### src/rtl/dmem_arbiter.sv
// Data-memory port arbiter: shares one memory port between the core MEM stage
// and a debug/loader requester, with one outstanding access and fixed read latency.
module dmem_arbiter #(
    parameter int DATA_W = 32,
    parameter int ADDR_W = 9,
    parameter int RD_LAT = 1
) (
    input  logic              clk,
    input  logic              reset,
    input  logic              core_rd,
    input  logic              core_wr,
    input  logic [ADDR_W-1:0] core_addr,
    input  logic [DATA_W-1:0] core_wr_data,
    output logic [DATA_W-1:0] core_rd_data,
    output logic              core_stall,
    input  logic              dbg_req,
    input  logic              dbg_we,
    input  logic [ADDR_W-1:0] dbg_addr,
    input  logic [DATA_W-1:0] dbg_wr_data,
    output logic              dbg_gnt,
    output logic              dbg_rvalid,
    output logic [DATA_W-1:0] dbg_rd_data,
    output logic              mem_rd,
    output logic              mem_wr,
    output logic [ADDR_W-1:0] mem_addr,
    output logic [DATA_W-1:0] mem_wr_data,
    input  logic [DATA_W-1:0] mem_rd_data,
    output logic              busy,
    output logic [15:0]       stall_cnt
);

    localparam int LAT_W = 3;

    typedef enum logic {
        ST_IDLE,
        ST_WAIT
    } state_t;

    state_t            r_state;
    state_t            w_state_nxt;
    logic [LAT_W-1:0]  r_lat;
    logic [LAT_W-1:0]  w_lat_nxt;
    logic              r_owner_dbg;
    logic              w_owner_nxt;
    logic              r_last_dbg;
    logic              w_last_nxt;
    logic [15:0]       r_stall_cnt;

    logic              w_core_req;
    logic              w_pick_dbg;
    logic              w_issue;
    logic              w_iss_dbg;
    logic              w_iss_core;
    logic              w_iss_wr;
    logic              w_iss_rd;
    logic              w_done;
    logic              w_dbg_owns;
    logic              w_stall;

    // Arbitration: on a conflict the requester that did not win last time goes first.
    always_comb begin
        w_core_req = core_rd | core_wr;
        w_done     = (r_state == ST_WAIT) && (r_lat == LAT_W'(RD_LAT));
        if (dbg_req && w_core_req) begin
            w_pick_dbg = ~r_last_dbg;
        end else begin
            w_pick_dbg = dbg_req;
        end
        w_issue    = (r_state == ST_IDLE) && (w_core_req || dbg_req);
        w_iss_dbg  = w_issue && w_pick_dbg;
        w_iss_core = w_issue && !w_pick_dbg;
        w_iss_wr   = w_iss_dbg ? dbg_we : core_wr;
        w_iss_rd   = w_issue && !w_iss_wr;
        w_dbg_owns = w_iss_dbg || ((r_state == ST_WAIT) && r_owner_dbg);
        w_stall    = reset && w_core_req
                     && !(w_iss_core && core_wr)
                     && !(w_done && !r_owner_dbg);
    end

    // Outputs are forced low while reset is held, including the pass-through paths.
    always_comb begin
        mem_rd       = 1'b0;
        mem_wr       = 1'b0;
        mem_addr     = '0;
        mem_wr_data  = '0;
        dbg_gnt      = 1'b0;
        dbg_rvalid   = 1'b0;
        dbg_rd_data  = '0;
        core_rd_data = '0;
        core_stall   = w_stall;
        busy         = (r_state == ST_WAIT);
        stall_cnt    = r_stall_cnt;
        if (reset) begin
            if (w_issue) begin
                mem_rd      = w_iss_rd;
                mem_wr      = w_issue && w_iss_wr;
                mem_addr    = w_iss_dbg ? dbg_addr : core_addr;
                mem_wr_data = w_iss_dbg ? dbg_wr_data : core_wr_data;
                dbg_gnt     = w_iss_dbg;
            end
            if (w_done) begin
                if (r_owner_dbg) begin
                    dbg_rvalid  = 1'b1;
                    dbg_rd_data = mem_rd_data;
                end else begin
                    core_rd_data = mem_rd_data;
                end
            end
        end
    end

    always_comb begin
        w_state_nxt = r_state;
        w_lat_nxt   = r_lat;
        w_owner_nxt = r_owner_dbg;
        w_last_nxt  = r_last_dbg;
        case (r_state)
            ST_IDLE: begin
                if (w_issue) begin
                    w_last_nxt = w_pick_dbg;
                end
                if (w_iss_rd) begin
                    w_state_nxt = ST_WAIT;
                    w_lat_nxt   = LAT_W'(1);
                    w_owner_nxt = w_pick_dbg;
                end
            end
            ST_WAIT: begin
                if (w_done) begin
                    w_state_nxt = ST_IDLE;
                    w_lat_nxt   = '0;
                end else begin
                    w_lat_nxt = r_lat + LAT_W'(1);
                end
            end
            default: begin
                w_state_nxt = ST_IDLE;
                w_lat_nxt   = '0;
            end
        endcase
    end

    // Reset leaves last_grant at dbg so the core wins the first conflict.
    always_ff @(posedge clk or negedge reset) begin
        if (!reset) begin
            r_state     <= ST_IDLE;
            r_lat       <= '0;
            r_owner_dbg <= 1'b0;
            r_last_dbg  <= 1'b1;
            r_stall_cnt <= '0;
        end else begin
            r_state     <= w_state_nxt;
            r_lat       <= w_lat_nxt;
            r_owner_dbg <= w_owner_nxt;
            r_last_dbg  <= w_last_nxt;
            if (w_stall && w_dbg_owns && (r_stall_cnt != 16'hFFFF)) begin
                r_stall_cnt <= r_stall_cnt + 16'd1;
            end
        end
    end

endmodule

### config.mk
export PLATFORM = sky130hd
export DESIGN_NAME = dmem_arbiter
export DESIGN_NICKNAME = d
export VERILOG_FILES = /design/src/rtl/dmem_arbiter.sv
export SDC_FILE = /design/constraint.sdc
export NUM_CORES = 1
export LEC_CHECK = 0
export ABC_AREA = 1
export BUFFER_PORTS_ARGS = -buffer_cell sky130_fd_sc_hd__buf_2
export CAP_MARGIN = 20
export CORE_MARGIN = 8
export CORE_UTILIZATION = 25
export CTS_BUF_LIST = sky130_fd_sc_hd__clkbuf_16
export CTS_CLUSTER_DIAMETER = 40
export DETAILED_ROUTE_END_ITERATION = 10
export PLACE_DENSITY_LB_ADDON = 0.3
export RECOVER_POWER = 50
export SYNTH_ARGS = -nofsm -noshare
export SYNTH_HDL_FRONTEND = slang
export SYNTH_SLANG_ARGS = --single-unit
### constraint.sdc
create_clock -name clk -period 2.05 [get_ports clk]
set_input_delay 0.3075 -clock clk [delete_from_list [all_inputs] [get_ports clk]]
set_output_delay 0.3075 -clock clk [all_outputs]
set_load 0.05 [all_outputs]
==> out/metrics.csv <==
stage,metric,value,unit
final_layout,final_cell_mix,"buf_2, nand2_1, inv_1, buf_6, nor2_2",
power_and_ir_drop,p_leak,2.79,nW
critical_path,required,1.74,ns
grt,grt_pass1_vias,3778,
clock_tree,cts_buffer_depth,2,
routing,ant_nets,0,
die,die_y,115,µm
synth,netlist_instances,452,
status,outcome,finished clean,
critical_path,slowest_delay,0.40,ns
final_layout,fin_area,4990,µm²
final_layout,fin_nets,826,
routing,wl_met1,4480,µm
power_and_ir_drop,power_density,823,nW/µm²
routing,wirelength,13000,µm
clock_tree,clock_latency,0.26,ns
routing,drcViolationCount,0,
synth,synth-simple-area-share,45.1,%
die,die_x,115,µm
synth,synth.top_cell.area_share,21.6,%
timing,finalSetupViolCount,0,
critical_path,critPathSlowestCell,dfrtp_1,
die,num_io_pins,247,
timing,max_slew.worst_pin.slew,0.391,ns
synth,synth.largest_area_cell,dfrtp_1,
die,rows,36,
final_layout,area_delta_synth_final,105,%
timing,fin_worst_skew,0.00934,ns
critical_path,worstSetupPathType,register to output pin,
synth,ys_ff_latch,22,
critical_path,timing.rr.start,r_lat[0],
routing,dr_wl_met2,7160,µm
die,core_region_area,9590,µm²
power_and_ir_drop,ir_drop,532,µV
job,max-cap-violations,0,
routing,drt-initial-drc-count,201,
synth,synthAdderAreaFrac,1.55,%
synth,syn-num-nets,575,
critical_path,cpMostUsedCell,nor2_2,
clock_tree,htree_levels,1,
timing,fmax,494,MHz
clock_tree,root_buffer,clkbuf_16,
final_layout,final_common_cell,buf_2,
timing,fin_crit_sh,98.7,%
routing,post_drt_wl_per_cell,15.6,µm
die,initial_core_util,25.3,%
routing,vias_per_cell,4.49,
synth,synth_top_family_by_area,simple AND/OR/NAND/NOR gates,
synth,synth_edf_count,0,
placement,dpl.cell_count,826,
placement,place_ws,0.146,ns
clock_tree,tritoncts,yes,
grt,antenna_found_initial,0,
grt,grt_pass1_wl,18200,µm
min_path,hp-class,primary input to asynchronous set/reset pin,
critical_path,worstSetupStartpointType,register,
critical_path,path_max_fanout,32,
critical_path,cp_top_family,buffers and inverters,
final_layout,drive_above_1_share,52.3,%
placement,post_dp_cell_area,4100,µm²
clock_tree,path_clk_slew,0.06,ns
final_layout,final_cells,835,
grt,grt_overflow_total,0,
timing,report.final.slew_viol_count,0,
synth,synth.area.mux_share,0,%
placement,dp_hpwl,9750,µm
synth,synthDistinctLibCells,25,
final_layout,n_antenna_cell,0,
grt,grt_use_total,16.8,%
power_and_ir_drop,total_power,4.11,mW
critical_path,critical_path_arrival,1.72,ns
critical_path,crit_buf_inv,3,
placement,io_buffers,246,
timing,hold_viol,0,
routing,met3WireLength,1230,µm
timing,fin_ws,0.0275,ns
final_layout,n_fill_cell,943,
synth,synthFlopType,dfrtp_1,
clock_tree,clock-sinks,22,
synth,yosysSeqAreaShare,22.7,%
synth,synth_xor_area_share,2.89,%
placement,place_congestion,0.833,
synth,ys_warn_count,0,
critical_path,startpoint,r_lat[1],
synth,ys_async_sr_fraction,100,%
grt,grt_max_degree,42,
clock_tree,cts_buffers,3,
synth,yosys-top-cells-area,"dfrtp_1, nand2_1, inv_1",
critical_path,worstPathCellList,inv_1 > ha_1 > nand2_2 > nor2_2 > nand3_2 > buf_12 > nor2_2 > buf_6,
timing,hold_slack,0.145,ns
synth,synth_area,2430,µm²
routing,dr.pass1.iters,4,
routing,vias,3753,
timing,grt_setup_unrepaired,yes,
die,dieArea,13100,µm²
timing,min_period,2.02,ns
timing,slew_headroom,73.9,%
critical_path,setup.worst_path.end_class,output pin,
synth,synth_compound_area_share,10.3,%
routing,routed.top_layer,met4,
synth,synth.avg_cell_area,5.37,µm²
==> cells by family (layout without fill, tap and decap cells) <==
family / count (synthesis) / count (layout)
AO/OA/AOI/OAI: 49 / 49
XOR/XNOR: 8 / 8
adder cells (fa/ha/maj): 3 / 3
buffers and inverters: 110 / 360
flip-flops: 22 / 22
AND/OR/NAND/NOR: 260 / 260
==> registers in the layout, summed over array words and instances (netlist names) <==
register / count
busy: 1
r_last_dbg: 1
r_owner_dbg: 1
stall_cnt: 16
r_lat: 3
==> power breakdown <==
part	switching [mW]	internal, mW	leakage, nW
Sequential	0.128	0.533	0.291
Clock	0.164	0.261	0.0385
Combinational	2.05	0.977	2.46
Total	2.34	1.77	2.79
==> per-stage QoR <==
stage                     utilization, %  TNS, ns
after detailed placement            42.8        0
after CTS                           46.6        0
final                               52.0        0
after global placement              42.8        0
after floorplan                        -    -5.44
after global routing                52.0    -1.60
==> synth_stat cells, types with 3 or more instances <==
| library cell | number |
|---|---|
| clkbuf_1 | 14 |
| nand4_1 | 8 |
| nand2_1 | 126 |
| dfrtp_1 | 21 |
| inv_1 | 89 |
| nor2_4 | 3 |
| a21oi_1 | 3 |
| xor2_1 | 6 |
| nand3_1 | 30 |
| inv_2 | 4 |
| ha_1 | 3 |
| o21ai_0 | 44 |
| nor2_1 | 86 |
==> layout make-up <==
cell class | count | area (µm²) | share of cell area (%)
multi-input combinational | 320 | 1770 | 35.5
tap | 133 | 166 | 3.34
sequential | 22 | 553 | 11.1
clock buffer | 3 | 75.1 | 1.50
timing repair buffer | 263 | 2070 | 41.5
clock inverter | 1 | 3.75 | 0.0752
inverter | 93 | 349 | 7.00
==> what timing repair did <==
action | in CTS | in global routing
gates resized for setup | 108 | 126
setup endpoints to repair | 101 | 107
endpoints found under the hold margin | 1 | 0
hold buffers | 1 | 0
setup buffers | 0 | 1
gates cloned | 0 | 3
==> layer usage <==
metal | GRT usage [%] | vias up
li1 | - | 1864
met1 | 16.9 | 1715
met2 | 32.3 | 160
met3 | 5.80 | 14
met4 | 3.46 | 0
met5 | 0 | -
==> path summary, 6_finish.rpt <==
path | end | slack [ns] | cells past startpoint
worst max-delay path | core_rd_data[0] | 0.03 | 8
worst min-delay path | r_last_dbg | 0.14 | 1
worst max register to register | stall_cnt[10] | 0.15 | 10
worst min register to register | r_last_dbg | 0.50 | 2
max in group asynchronous | busy | 1.35 | 2
min in group clk | r_owner_dbg | 0.28 | 2
==> worst reg2reg max path, cell delays in order (launching register included) <==
cell     delay [ns]
dfrtp_1        0.42
ha_1           0.23
nand2_2        0.09
nor2_2         0.05
buf_4          0.15
nand2_1        0.05
nand2_1        0.09
a21oi_4        0.18
nand3_2        0.31
nand2_1        0.14
nand2_1        0.06
No activity file was read; power rests on OpenSTA's default activity.
